**src/rtl/fp8_acc_if.sv**
```systemverilog
// fp8_acc_if: addend stream in, group sum out, both valid/ready.
interface fp8_acc_if;
  logic       in_valid, in_ready, in_last;
  logic [7:0] in_data;
  logic       out_valid, out_ready, out_overflow;
  logic [7:0] out_data;
  modport master(output in_valid, in_data, in_last, out_ready,
                 input  in_ready, out_valid, out_data, out_overflow);
  modport slave (input  in_valid, in_data, in_last, out_ready,
                 output in_ready, out_valid, out_data, out_overflow);
endinterface

```
**src/rtl/fp8_accumulator.sv**
```systemverilog
// fp8_accumulator: sums a stream of FP8 (s,e3 bias 3,f4) products per group.
module fp8_accumulator #(
  parameter int MAX_ALIGN = 5
) (
  input  logic     clk,
  input  logic     rst,
  fp8_acc_if.slave bus,
  output logic     busy
);
  typedef enum logic [2:0] {ACCEPT, ALIGN, ADD, NORM, OUT} state_t;
  localparam logic [3:0] LP_MAX = 4'(MAX_ALIGN);
  state_t     r_state, w_state, w_exit;
  logic       r_sign, w_sign, r_zero, w_zero, r_ovf, w_ovf, r_last, w_last, r_osign, w_osign;
  logic [2:0] r_exp, w_exp, r_oexp, w_oexp, w_d;
  logic [5:0] r_mant, w_mant, r_omant, w_omant, w_res;
  logic       w_acc_big, w_op_big, w_same;
  assign w_acc_big = r_exp > r_oexp;
  assign w_d       = w_acc_big ? r_exp - r_oexp : r_oexp - r_exp;
  assign w_op_big  = r_omant > r_mant;
  assign w_same    = r_sign == r_osign;
  assign w_res     = w_same ? r_mant + r_omant : w_op_big ? r_omant - r_mant : r_mant - r_omant;
  assign w_exit    = r_last ? OUT : ACCEPT;
  assign bus.in_ready     = (r_state == ACCEPT) && !rst;
  assign bus.out_valid    = r_state == OUT;
  assign bus.out_data     = (r_state == OUT && !r_zero) ? {r_sign, r_exp, r_mant[3:0]} : 8'h00;
  assign bus.out_overflow = (r_state == OUT) && r_ovf;
  assign busy             = r_state != ACCEPT;
  always_comb begin
    w_state = r_state;
    w_sign  = r_sign;
    w_exp   = r_exp;
    w_mant  = r_mant;
    w_zero  = r_zero;
    w_ovf   = r_ovf;
    w_last  = r_last;
    w_osign = r_osign;
    w_oexp  = r_oexp;
    w_omant = r_omant;
    case (r_state)
      ACCEPT: if (bus.in_valid && bus.in_ready) begin
        w_last  = bus.in_last;
        w_osign = bus.in_data[7];
        w_oexp  = bus.in_data[6:4];
        w_omant = {2'b01, bus.in_data[3:0]};
        if (bus.in_data[6:0] == 7'd0 || r_ovf) w_state = bus.in_last ? OUT : ACCEPT;
        else if (r_zero) begin
          {w_zero, w_sign, w_exp, w_mant} = {1'b0, bus.in_data[7], bus.in_data[6:4], 2'b01, bus.in_data[3:0]};
          w_state = bus.in_last ? OUT : ACCEPT;
        end else w_state = (bus.in_data[6:4] == r_exp) ? ADD : ALIGN;
      end
      ALIGN: if ({1'b0, w_d} >= LP_MAX) begin
        if (w_acc_big) {w_oexp, w_omant} = {r_exp, 6'd0};
        else {w_exp, w_mant} = {r_oexp, 6'd0};
        w_state = ADD;
      end else begin
        if (w_acc_big) {w_oexp, w_omant} = {r_oexp + 3'd1, r_omant >> 1};
        else {w_exp, w_mant} = {r_exp + 3'd1, r_mant >> 1};
        w_state = (w_d == 3'd1) ? ADD : ALIGN;
      end
      ADD: if (!w_same && r_mant == r_omant) begin
        {w_zero, w_sign, w_exp, w_mant} = {1'b1, 1'b0, 3'd0, 6'd0};
        w_state = w_exit;
      end else begin
        w_sign = w_op_big ? r_osign : r_sign;
        w_mant = w_res;
        if (w_res[5:4] == 2'b01) begin
          if (r_exp == 3'd0 && w_res[3:0] == 4'd0) {w_zero, w_sign, w_exp, w_mant} = {1'b1, 1'b0, 3'd0, 6'd0};
          w_state = w_exit;
        end else w_state = NORM;
      end
      NORM: if (r_mant[5]) begin
        if (r_exp == 3'd7) {w_ovf, w_mant} = {1'b1, 6'b010000};
        else {w_exp, w_mant} = {r_exp + 3'd1, r_mant >> 1};
        w_state = w_exit;
      end else if (r_exp == 3'd0) begin
        {w_zero, w_sign, w_exp, w_mant} = {1'b1, 1'b0, 3'd0, 6'd0};
        w_state = w_exit;
      end else begin
        {w_exp, w_mant} = {r_exp - 3'd1, r_mant << 1};
        if (w_mant[4]) begin
          if (w_exp == 3'd0 && w_mant[3:0] == 4'd0) {w_zero, w_sign, w_exp, w_mant} = {1'b1, 1'b0, 3'd0, 6'd0};
          w_state = w_exit;
        end
      end
      OUT: if (bus.out_ready) begin
        {w_zero, w_ovf, w_sign, w_exp, w_mant} = {1'b1, 1'b0, 1'b0, 3'd0, 6'd0};
        w_state = ACCEPT;
      end
      default: w_state = ACCEPT;
    endcase
  end
  always_ff @(posedge clk or posedge rst)
    if (rst) begin
      r_state <= ACCEPT;
      r_sign  <= 1'b0;
      r_exp   <= 3'd0;
      r_mant  <= 6'd0;
      r_zero  <= 1'b1;
      r_ovf   <= 1'b0;
      r_last  <= 1'b0;
      r_osign <= 1'b0;
      r_oexp  <= 3'd0;
      r_omant <= 6'd0;
    end else begin
      r_state <= w_state;
      r_sign  <= w_sign;
      r_exp   <= w_exp;
      r_mant  <= w_mant;
      r_zero  <= w_zero;
      r_ovf   <= w_ovf;
      r_last  <= w_last;
      r_osign <= w_osign;
      r_oexp  <= w_oexp;
      r_omant <= w_omant;
    end
endmodule

```
**src/flat_wrapper.sv**
```systemverilog
// flat-port wrapper written by rule: the top's interface ports become plain ports
module fp8_accumulator_flat 
#(
  parameter int MAX_ALIGN = 5
)
  (clk, rst, busy, bus_in_valid, bus_in_data, bus_in_last, bus_out_ready, bus_in_ready, bus_out_valid, bus_out_data, bus_out_overflow);
  fp8_acc_if bus_i ();
  input  logic clk;
  input  logic rst;
  output logic busy;
  input wire logic [$bits(bus_i.in_valid)-1:0] bus_in_valid;
  input wire logic [$bits(bus_i.in_data)-1:0] bus_in_data;
  input wire logic [$bits(bus_i.in_last)-1:0] bus_in_last;
  input wire logic [$bits(bus_i.out_ready)-1:0] bus_out_ready;
  output wire logic [$bits(bus_i.in_ready)-1:0] bus_in_ready;
  output wire logic [$bits(bus_i.out_valid)-1:0] bus_out_valid;
  output wire logic [$bits(bus_i.out_data)-1:0] bus_out_data;
  output wire logic [$bits(bus_i.out_overflow)-1:0] bus_out_overflow;
  assign bus_i.in_valid = bus_in_valid;
  assign bus_i.in_data = bus_in_data;
  assign bus_i.in_last = bus_in_last;
  assign bus_i.out_ready = bus_out_ready;
  assign bus_in_ready = bus_i.in_ready;
  assign bus_out_valid = bus_i.out_valid;
  assign bus_out_data = bus_i.out_data;
  assign bus_out_overflow = bus_i.out_overflow;
  fp8_accumulator #(.MAX_ALIGN(MAX_ALIGN)) u_core (.clk(clk), .rst(rst), .bus(bus_i), .busy(busy));
endmodule
```
**config.mk**
```make
export PLATFORM = sky130hd
export DESIGN_NAME = fp8_accumulator_flat
export DESIGN_NICKNAME = d
export VERILOG_FILES = /design/src/rtl/fp8_acc_if.sv /design/src/rtl/fp8_accumulator.sv /design/src/flat_wrapper.sv
export SDC_FILE = /design/constraint.sdc
export NUM_CORES = 1
export LEC_CHECK = 0
export ABC_AREA = 1
export CORE_MARGIN = 2
export CORE_UTILIZATION = 45
export CTS_CLUSTER_DIAMETER = 100
export DETAILED_ROUTE_END_ITERATION = 8
export GPL_ROUTABILITY_DRIVEN = 0
export GPL_TIMING_DRIVEN = 0
export MAX_ROUTING_LAYER = met4
export PLACE_DENSITY = 0.75
export SLEW_MARGIN = 30
export SYNTH_ARGS = -nofsm -noshare
export SYNTH_HDL_FRONTEND = slang
export SYNTH_SLANG_ARGS = --single-unit
export TNS_END_PERCENT = 5
```
**constraint.sdc**
```tcl
create_clock -name clk -period 5.1 [get_ports clk]
set_input_delay 0.765 -clock clk [delete_from_list [all_inputs] [get_ports clk]]
set_output_delay 0.765 -clock clk [all_outputs]
set_load 0.02 [all_outputs]
```
==> flow_summary.yaml, run 1 <==
status:
  status: "complete, no violations"
floorplanning:
  start_util: 0.4575
  die_area_sq_um: 6998
  dieWidth_um: 83.66
  core_sq_um: 6241
  rows: 29
  die_h_um: 83.66
  io_pins: 25
worst_setup_path:
  crit_path_end_kind: "output port"
  crit_type: "reg -> out"
  cp-startpoint: "u_core.r_state[0]"
  reg2reg_slack_ns: 2.29
  r2r-start: "u_core.r_exp[0]"
  required_ns: 4.34
  cp-start-kind: "register"
  crit_arrival_ns: 2.27
  crit_fanout: 8
grt:
  grt_overflow: 0
  grt_pass1_wl_um: 12990
  grt_pass1_vias: 2758
  grt_max_degree: 26
  antenna_found_initial: 0
  grt_usage: 0.2319
sta:
  finalHoldViolCount: 0
  worst_pin_slew_ns: 0.5226
  slew_headroom: 0.6511
  setup_violations: 0
  finalMaxSlewViolations: 0
  period_share: 0.5944
  period_minus_slack_ns: 3.031
  fmax_ghz: 0.3299
  fin_setup_tns_ns: 0
  skew_ns: 0.007490
  rsz0062_at_grt: "false"
yosys:
  yosysTopAreaCell: "dfrtp_1"
  ys_warn_count: 0
  synth_top_area_frac: 0.2103
  ys.flop_type: "dfrtp_1"
  synth_cells: 435
  syn-cell-area_sq_um: 2855
  synth.area.top_cells: "dfrtp_1 (21%), nand2_1 (15%), ha_1 (11%)"
  syn_nets: 478
  synth_edf_count: 0
  synth-seq-area-share: 0.2195
  async_flop_share: 1.000
  postSynthAreaPerCell_sq_um: 6.564
  ys_seq_elements: 25
  yosysUniqueCellTypes: 38
cts:
  htreeDepth: 1
  cts_tree: "yes"
  cts_buffer_depth: 2
  postCtsSetupRepairBufs: 0
  postCtsHoldBufs: 0
  clk_latency_ns: 0.27
  clock_tree.root_cell: "clkbuf_8"
  clock_sinks: 25
  cts_resized: 0
  numCtsBuffers: 3
  clkTransAtPathRegs_ns: 0.09
job:
  drv_cap: 0
final_layout:
  area_delta_synth_final_pct: 13.41
  drive_above_1_share: 0.07775
  fin_nets: 507
  fill_cells: 633
  n_antenna_cell: 0
  fin_cells: 540
place:
  hpwl_um: 6273
  dp_cells: 536
  io_buffer_count: 24
min_path:
  min_path_type: "reg -> reg"
  min_from: "u_core.r_zero"
detailed_routing:
  drc: 0
  dr.pass1.iters: 5
  wirelength_um: 7705
  routed_via_density: 5.348
  drtAntennaViolNets: 0
  first_iter_violations: 178
  vias: 2888
  routedWlPerCell_um: 14.27
-- cell usage in the layout, fill, tap and decap left out, drive strengths merged, types with 4 or more instances in the layout --
| master | instances |
|---|---|
| nand2 | 122 |
| inv | 76 |
| nor2 | 42 |
| o21ai | 34 |
| nand3 | 33 |
| ha | 25 |
| clkdlybuf4s50 | 24 |
| dfrtp | 24 |
| a21oi | 23 |
| nand4 | 8 |
| xor2 | 7 |
| xnor2 | 6 |
| a22oi | 5 |
| fa | 5 |
| clkbuf | 4 |
| nor3 | 4 |
-- state kept, by name, summed over array words and instances (netlist names) --
register / count
u_core.r_mant: 6
u_core.r_omant: 5
u_core.r_exp: 3
u_core.r_oexp: 3
u_core.r_state: 3
u_core.r_last: 1
u_core.r_osign: 1
u_core.r_ovf: 1
u_core.r_sign: 1
u_core.r_zero: 1
-- worst max-delay path, cell delays in order, from the launching register on --
cell and delay [ns]:
dfrtp_1 0.45, nor2_4 0.19, nand2_1 0.13, inv_1 0.13, nand2_1 0.25, nor2_1 0.21
clkdlybuf4s50_1 0.62
-- metal layers --
metal  track usage  wire length, um  vias up  part of all wire
met2        0.4080             3859       77              0.50
li1              -                -     1462                 -
met1        0.2861             3401     1334              0.44
met5             -                0        -                 0
met4       0.06891              140        0             0.018
met3       0.01583              303       15             0.039
-- per-stage QoR --
stage / area, sq um / hold slack, ns / setup slack (ns) / utilization
floorplan: 2855 / 0.4517 / 2.807 / -
global placement: 3192 / 0.4644 / 2.371 / 0.5114
detailed placement: 3192 / 0.4749 / 2.337 / 0.5114
CTS: 3238 / 0.4880 / 2.081 / 0.5188
global route: 3238 / 0.5403 / 1.957 / 0.5188
finish: 3238 / 0.4920 / 2.069 / 0.5188
-- worst paths after layout --
path                               endpoint  cells past startpoint
min in group asynchronous    u_core.r_osign                      2
min reg2reg                   u_core.r_zero                      2
max                         bus_out_data[6]                      6
max in group asynchronous     u_core.r_zero                      2
max reg2reg                u_core.r_mant[2]                     12
min                           u_core.r_zero                      2
-- logic make-up after synthesis --
kind of cell    Yosys count  share of synthesized area
xor+xnor                 13                    0.03988
buf+inv                  80                     0.1082
compound gates           74                     0.1516
flops                    25                     0.2195
simple gates            213                     0.3361
fa+ha+maj                30                     0.1446
-- synth_stat cells (3+ instances only) --
master and n:
a211oi_1 3, a21oi_1 18, a21oi_2 5, a22oi_1 5, dfrtp_1 24, fa_1 5
ha_1 25, inv_1 70, inv_2 6, nand2_1 116, nand2_2 5, nand3_1 31
nand4_1 7, nor2_1 38, nor2_4 3, o21ai_0 28, o21ai_1 6, xnor2_1 6
xor2_1 7
-- final cells by class --
type,instances,area (sq um),area share
Clock inverter,1,5.005,0.001546
Buffer,4,23.77,0.007342
Inverter,76,285.3,0.08810
Multi-Input combinational cell,330,1919,0.5927
Sequential cell,25,626.9,0.1936
Tap cell,77,96.34,0.02975
Timing Repair Buffer,24,240.2,0.07419
Clock buffer,3,41.29,0.01275
Power of run 1 is not shown: default switching activity piles up to over one toggle a cycle in this logic, so the estimate is an artifact.
==> run 2: changes to the inputs <==
==> constraint.sdc (replaced) <==
create_clock -name clk -period 3.1 [get_ports clk]
set_input_delay 0.465 -clock clk [delete_from_list [all_inputs] [get_ports clk]]
set_output_delay 0.465 -clock clk [all_outputs]
set_load 0.02 [all_outputs]
==> results of run 2 <==
The final DEF is identical to that of run 1. Status: complete, no violations.
Main changes from that run: setup slack after placement 2.337 ns -> 0.3370 ns; setup slack after layout 2.069 ns -> 0.2900 ns; start point of the critical path u_core.r_state[0] -> u_core.r_exp[0]; end point of the critical path bus_out_data[6] -> u_core.r_mant[2]; register-to-register setup slack 2.29 ns -> 0.29 ns
Power of run 2 is left out for the same reason.
